### src/rtl/sine_frame_scheduler.sv
// sine_frame_scheduler
//   Runs one sine-sample frame per accepted tick: reads the word from the sine ROM,
//   hands its high byte and then its low byte to the serial shift register, and
//   finishes by pulsing soc to the DAC. Ticks that arrive mid-frame are dropped and
//   flagged on the sticky overrun output.
//   Optional feature macro: SINE_SCHED_STEP_EN adds the step input (programmable
//   address increment); without it the address advances by 1 per frame.
// Ports
//   clk, rst_n          clock (rising edge), asynchronous active-low reset
//   en, tick            tick request and its enable (en only gates new ticks)
//   overrun_clr         clears the sticky overrun flag (a same-cycle set wins)
//   rom_data            ROM word; [15:8] goes out first, then [7:0]
//   step                address increment, sampled in the SOC cycle (feature only)
//   rom_addr, rom_en    ROM address (current sample index) and one-cycle read strobe
//   sr_pdata, sr_load   parallel byte and one-cycle load strobe for the shift register
//   soc                 one-cycle start-of-conversion pulse at frame end
//   busy, overrun       frame in progress / sticky dropped-tick flag
module sine_frame_scheduler #(
  parameter int unsigned ADDR_W    = 6,
  parameter int unsigned ROM_LAT   = 1,
  parameter int unsigned SHIFT_LEN = 8
) (
  input  logic              clk,
  input  logic              rst_n,
  input  logic              en,
  input  logic              tick,
  input  logic              overrun_clr,
  input  logic [15:0]       rom_data,
`ifdef SINE_SCHED_STEP_EN
  input  logic [ADDR_W-1:0] step,
`endif
  output logic [ADDR_W-1:0] rom_addr,
  output logic              rom_en,
  output logic [7:0]        sr_pdata,
  output logic              sr_load,
  output logic              soc,
  output logic              busy,
  output logic              overrun
);

  // One counter serves both the ROM wait and the two shift phases.
  localparam int unsigned CntMax = (ROM_LAT > SHIFT_LEN) ? ROM_LAT : SHIFT_LEN;
  localparam int unsigned CntW   = (CntMax > 1) ? $clog2(CntMax) : 1;

  typedef enum logic [2:0] {
    StIdle, StFetch, StWait, StLoadHi, StShiftHi, StLoadLo, StShiftLo, StSoc
  } state_t;

  state_t            state_q, state_d;
  logic [CntW-1:0]   cnt_q, cnt_d;
  logic [ADDR_W-1:0] addr_q;
  logic [15:0]       sample_q;
  logic              ovr_q;
  logic              cnt_zero;
  logic [ADDR_W-1:0] addr_inc;

  assign cnt_zero = (cnt_q == '0);

`ifdef SINE_SCHED_STEP_EN
  assign addr_inc = step;
`else
  assign addr_inc = ADDR_W'(1);
`endif

  // State register
  always_ff @(posedge clk or negedge rst_n) begin
    if (!rst_n) begin
      state_q <= StIdle;
    end else begin
      state_q <= state_d;
    end
  end

  // Next-state logic
  always_comb begin
    state_d = state_q;
    unique case (state_q)
      StIdle:    if (tick && en) state_d = StFetch;
      StFetch:   state_d = StWait;
      StWait:    if (cnt_zero) state_d = StLoadHi;
      StLoadHi:  state_d = StShiftHi;
      StShiftHi: if (cnt_zero) state_d = StLoadLo;
      StLoadLo:  state_d = StShiftLo;
      StShiftLo: if (cnt_zero) state_d = StSoc;
      StSoc:     state_d = StIdle;
      default:   state_d = StIdle;
    endcase
  end

  // Outputs decoded from the state register only
  always_comb begin
    rom_en   = (state_q == StFetch);
    sr_load  = (state_q == StLoadHi) || (state_q == StLoadLo);
    soc      = (state_q == StSoc);
    busy     = (state_q != StIdle);
    // High byte only while it is being loaded/shifted; otherwise the last low byte holds.
    sr_pdata = ((state_q == StLoadHi) || (state_q == StShiftHi)) ? sample_q[15:8]
                                                                 : sample_q[7:0];
    rom_addr = addr_q;
    overrun  = ovr_q;
  end

  // Phase counter: preloaded in the cycle before each timed phase, counts down to 0.
  always_comb begin
    cnt_d = cnt_q;
    if (state_q == StFetch) begin
      cnt_d = CntW'(ROM_LAT - 1);
    end else if ((state_q == StLoadHi) || (state_q == StLoadLo)) begin
      cnt_d = CntW'(SHIFT_LEN - 1);
    end else if (!cnt_zero) begin
      cnt_d = cnt_q - 1'b1;
    end
  end

  // Datapath registers
  always_ff @(posedge clk or negedge rst_n) begin
    if (!rst_n) begin
      cnt_q    <= '0;
      addr_q   <= '0;
      sample_q <= '0;
      ovr_q    <= 1'b0;
    end else begin
      cnt_q <= cnt_d;
      // ROM word is valid on the last WAIT cycle.
      if ((state_q == StWait) && cnt_zero) sample_q <= rom_data;
      if (state_q == StSoc) addr_q <= addr_q + addr_inc;
      if (tick && en && (state_q != StIdle)) begin
        ovr_q <= 1'b1;
      end else if (overrun_clr) begin
        ovr_q <= 1'b0;
      end
    end
  end

endmodule

### config.mk
export PLATFORM = sky130hd
export DESIGN_NAME = sine_frame_scheduler
export DESIGN_NICKNAME = d
export VERILOG_FILES = /design/src/rtl/sine_frame_scheduler.sv
export SDC_FILE = /design/constraint.sdc
export NUM_CORES = 1
export LEC_CHECK = 0
export CAP_MARGIN = 5
export CELL_PAD_IN_SITES_DETAIL_PLACEMENT = 1
export CELL_PAD_IN_SITES_GLOBAL_PLACEMENT = 1
export CORE_MARGIN = 5
export CORE_UTILIZATION = 24
export CTS_CLUSTER_DIAMETER = 200
export CTS_CLUSTER_SIZE = 40
export DETAILED_ROUTE_END_ITERATION = 12
export PLACE_DENSITY_LB_ADDON = 0.1
export RECOVER_POWER = 50
export SYNTH_ARGS = -nofsm -noshare
export SYNTH_HDL_FRONTEND = slang
export SYNTH_SLANG_ARGS = --single-unit
### constraint.sdc
create_clock -name clk -period 2.2 [get_ports clk]
set_input_delay 0.44 -clock clk [delete_from_list [all_inputs] [get_ports clk]]
set_output_delay 0.44 -clock clk [all_outputs]
set_load 0.005 [all_outputs]
## Word level (Yosys, flattened, before mapping)

Index checks and enable logic that the tools add are counted.

| word-level totals | value |
|---|---|
| bits in registers | 29 |
| input port bits | 21 |
| output and inout port bits | 19 |
| logic and storage cells | 40 |

| operators by class | value |
|---|---|
| add/sub/neg operators | 2 |
| eq/ne operators | 12 |
| mux-type cells | 11 |
| reduce and logical (&&, ||, !) cells | 10 |

Operator list:

| operator | number |
|---|---|
| case mux 3 bit (8 select lines) | 1 |
| two-way mux 3 bit | 7 |
| equality test 3 bit (second input constant) | 4 |
| two-way mux 8 bit | 1 |
| inequality test 2 bit (second input constant) | 4 |
| adder 6 x 1 -> 6 bit (second input constant) | 1 |
| equality test 3 x 2 -> 1 bit (second input constant) | 2 |
| logical NOT 3 bit | 2 |
| AND reduction 4 bit | 1 |
| equality test 3 x 1 -> 1 bit (second input constant) | 1 |
| logical AND 1 bit | 3 |
| inequality test 3 bit (second input constant) | 1 |
| nonzero test 3 bit | 1 |
| subtractor 3 x 1 -> 3 bit (second input constant) | 1 |
| logical OR 1 bit | 2 |
| two-way mux 1 bit | 2 |
| nonzero test 2 bit | 1 |

## Logic depth before layout (Yosys ltp)

| logic depth | value |
|---|---|
| word-level depth | 4 |
| gate-level depth with buffers | 6 |
| gate-level depth less buffers | 5 |

## Least setup slack after synthesis

No wires, ideal clock.

| timing | value |
|---|---|
| kind | register to output |
| start | register state_q[0] |
| end | output sr_pdata[0] |
| arrival | 1.398 ns |
| required time | 1.760 ns |
| path slack | 0.362 ns |
| stages on the path, launching flop included | 5 |
| buffers on the path | 1 |
| path through | dfrtp_1 buf_2 and2b_1 a22oi_4 mux2_2 |

| between the ends | value |
|---|---|
| cells in the longest elaborated chain, start to end | 3 |
| elaborated cells between the ends (all ways) | 4 |
| classes of those cells | eq/ne (2); mux (1); reduce/logical (1) |

Ends and longest elaborated chain:

| what | RTL line | RTL |
|---|---|---|
| start: declaration | 49 | `state_t state_q, state_d;` |
| start signal: assignment | 68 | `state_q <= StIdle;` |
| start signal: assignment | 70 | `state_q <= state_d;` |
| equality test 3 x 2 -> 1 bit or equality test 3 bit (tied branches) | 97 | `sr_pdata = ((state_q == StLoadHi) \|\| (state_q == StShiftHi)) ? sample_q[15:8]` |
| logical OR 1 bit * | 97 |  |
| two-way mux 8 bit * | 97 |  |
| end: declaration | 34 | `output logic [7:0] sr_pdata,` |

Mark *: on every way between the ends. The rest lies on a longest branch, timed or not.

## Final worst setup path

| timing | value |
|---|---|
| start | register state_q[0] |
| end | output sr_pdata[3] |

The elaborated chain is that of the path after synthesis.

==> impl_metrics.ini <==
[sta]
worstMarginPinSlew_ns = 0.765
finalCritPeriodShare_pct = 98.5
relSlewSlack_pct = 49.0
tns_ns = 0
rsz0062_at_grt = yes
period_minus_slack_ns = 2.17
hold_viol = 0
setup_viol = 0
report.final.slew_viol_count = 0
skew_ns = 0.00365
fmax_mhz = 462

[placement]
routabilityCongestion = 0.747
portBuffers = 39
dp_hpwl_um = 2330

[synthesis]
syn_area_mm2 = 0.00142
synth_edf_count = 0
netlist_instances = 102
synth_commonest_cells = dfrtp_1 (29), mux2_2 (17), mux2_4 (10)
synth_seq_area_share_pct = 51.0
synth_top_cells_by_area = dfrtp_1 (51%), mux2_2 (13%), mux2_4 (11%)
yosysWarnings = 0
yosys.area.top_type = dfrtp_1
yosys_most_used_dff = dfrtp_1
synth_fp_nets = 126
synth_most_common_cell = dfrtp_1
yosysTopAreaCellShare_pct = 51.0
async_reset_ff_share_pct = 100
ys_types = 25
synth-seq-cells = 29
avgSynthCellArea_um2 = 14.0

[route]
first_iter_violations = 36
top_layer_used = met4
dr.pass1.iters = 2
wl_met1_um = 1440
viasPerCell = 4.10
ant_nets = 0
met2_length_um = 1530
drt-wirelength-per-cell_um = 14.0
drt-total-wl_um = 3230
route.vias.total = 942
drcViolationCount = 0
wl_met3_um = 214

[layout]
syn_to_final_growth_pct = 45.5
fin_nets = 178
layout-drive-gt1-share_pct = 37.4
final_core_util_pct = 35.4
num_antenna_cells = 0

[clock_network]
clkLatencyLatePin_ns = 0.27
cts.clk_slew.worst_paths_ns = 0.06
cts_sinks = 29
cts_buffer_depth = 2
h-tree-depth = 2
cts-root-buf = clkbuf_8
cts_buffers = 5
cts_tree = built

[global_route]
grt_max_degree = 30
grt_usage_pct = 9.12
grt-ovfl-total = 0
antenna_found_initial = 0
grt_pass1_vias = 1084
grt_pass1_wl_um = 5190

[die]
coreArea_mm2 = 0.00585
io_pins = 40
die_w_um = 87.0
start_util_pct = 24.3
rows = 28
die_area_mm2 = 0.00757
die_h_um = 87.0

[worst_setup_path]
cp_data_arrival_time_ns = 1.73
cp-end-kind = output pin
start_kind = flop
critPathKind = flop to output pin
worstPathMaxFanout = 5
cp.required_ns = 1.76

[min_path]
hold_class = flop to flop

[power_and_ir_drop]
p_leak_nw = 0.927
vdd_drop_max_mv = 0.539
powerDensity_mw_per_mm2 = 1430

[run]
maxCapViolCount = 0

[run_status]
outcome = finished clean
[layer usage]
metal  vias to the layer above  GRT usage [%]
met2                        27           15.1
met1                       460           10.2
li1                        449              -
met4                         0           3.82
met3                         6           3.97
met5                         -              0
[what timing repair did]
action                                  CTS  global route
gates cloned                              0             0
hold buffers                              0             0
resized for setup                        33            20
buffers inserted                          5             0
endpoints found under the setup margin    9            11
pin swaps                                 1             1
[where the power goes]
group / switching, mW / internal [mW]
clock network: 0.186 / 0.224
logic: 0.561 / 1.04
registers: 0.159 / 0.782
[layout make-up]
cell class | count | area, µm²
timing repair buffer | 50 | 487
clock buffer | 8 | 80.1
fill | 624 | 3780
multi-input combinational | 65 | 673
tap | 75 | 93.8
sequential | 29 | 727
inverter | 3 | 11.3
[worst max-delay path, cell delays in order (launching register included)]
cell     delay, ns
dfrtp_1       0.37
and2b_2       0.22
a22oi_4       0.21
buf_12        0.13
buf_6         0.10
mux2_4        0.29
buf_2         0.13
[per-stage QoR]
stage	instance area (µm²)	cells	setup slack, ns	hold slack (ns)	total power, mW
finish	2070	230	0.0333	0.472	2.95
detailed placement	1910	217	-0.00903	0.475	2.35
floorplan	1420	102	0.362	0.144	1.76
global placement	1910	217	0.0149	0.464	2.30
CTS	2010	230	-0.00192	0.483	2.81
global route	2070	230	-0.0354	0.512	3.16
[cell families (layout without fill, tap and decap cells)]
| logic type | count (synthesis) | after routing | share of synthesized area (%) |
|---|---|---|---|
| AO/OA/AOI/OAI | 5 | 5 | 3.43 |
| XOR/XNOR | 9 | 9 | 5.54 |
| adder cells (fa/ha/maj) | 3 | 3 | 2.64 |
| buffers and inverters | 8 | 61 | 3.87 |
| flip-flops | 29 | 29 | 51.0 |
| multiplexers | 28 | 28 | 24.7 |
| AND/OR/NAND/NOR | 20 | 20 | 8.87 |
[cells in the final DEF, fill, tap and decap left out, types with 3 or more instances in the layout]
cell type,n
buf_6,8
xnor2_1,6
mux2_4,17
clkbuf_8,5
dfrtp_1,28
clkbuf_1,4
nand2_1,6
clkdlybuf4s50_1,29
mux2_2,10
xor2_1,3
inv_1,3
buf_4,6
ha_1,3
[registers in the layout, indices dropped and copies added, names as in the netlist]
signal	cells
cnt_q	3
overrun	1
rom_addr	6
sample_q	16
state_q	3
[final timing paths]
| path | to | from | slack, ns | depth (start not counted) |
|---|---|---|---|---|
| max in group asynchronous | state_q[1] | rst_n | 0.89 | 2 |
| hold / removal | rom_addr[5] | rom_addr[5] | 0.47 | 1 |
| setup / recovery | sr_pdata[3] | state_q[0] | 0.03 | 6 |
| min in group asynchronous | sample_q[15] | rst_n | 0.78 | 2 |
| setup reg to reg | sample_q[10] | cnt_q[0] | 0.32 | 6 |
| hold reg to reg | rom_addr[5] | rom_addr[5] | 0.47 | 1 |
Note: power is estimated with default switching activity, not from simulation.
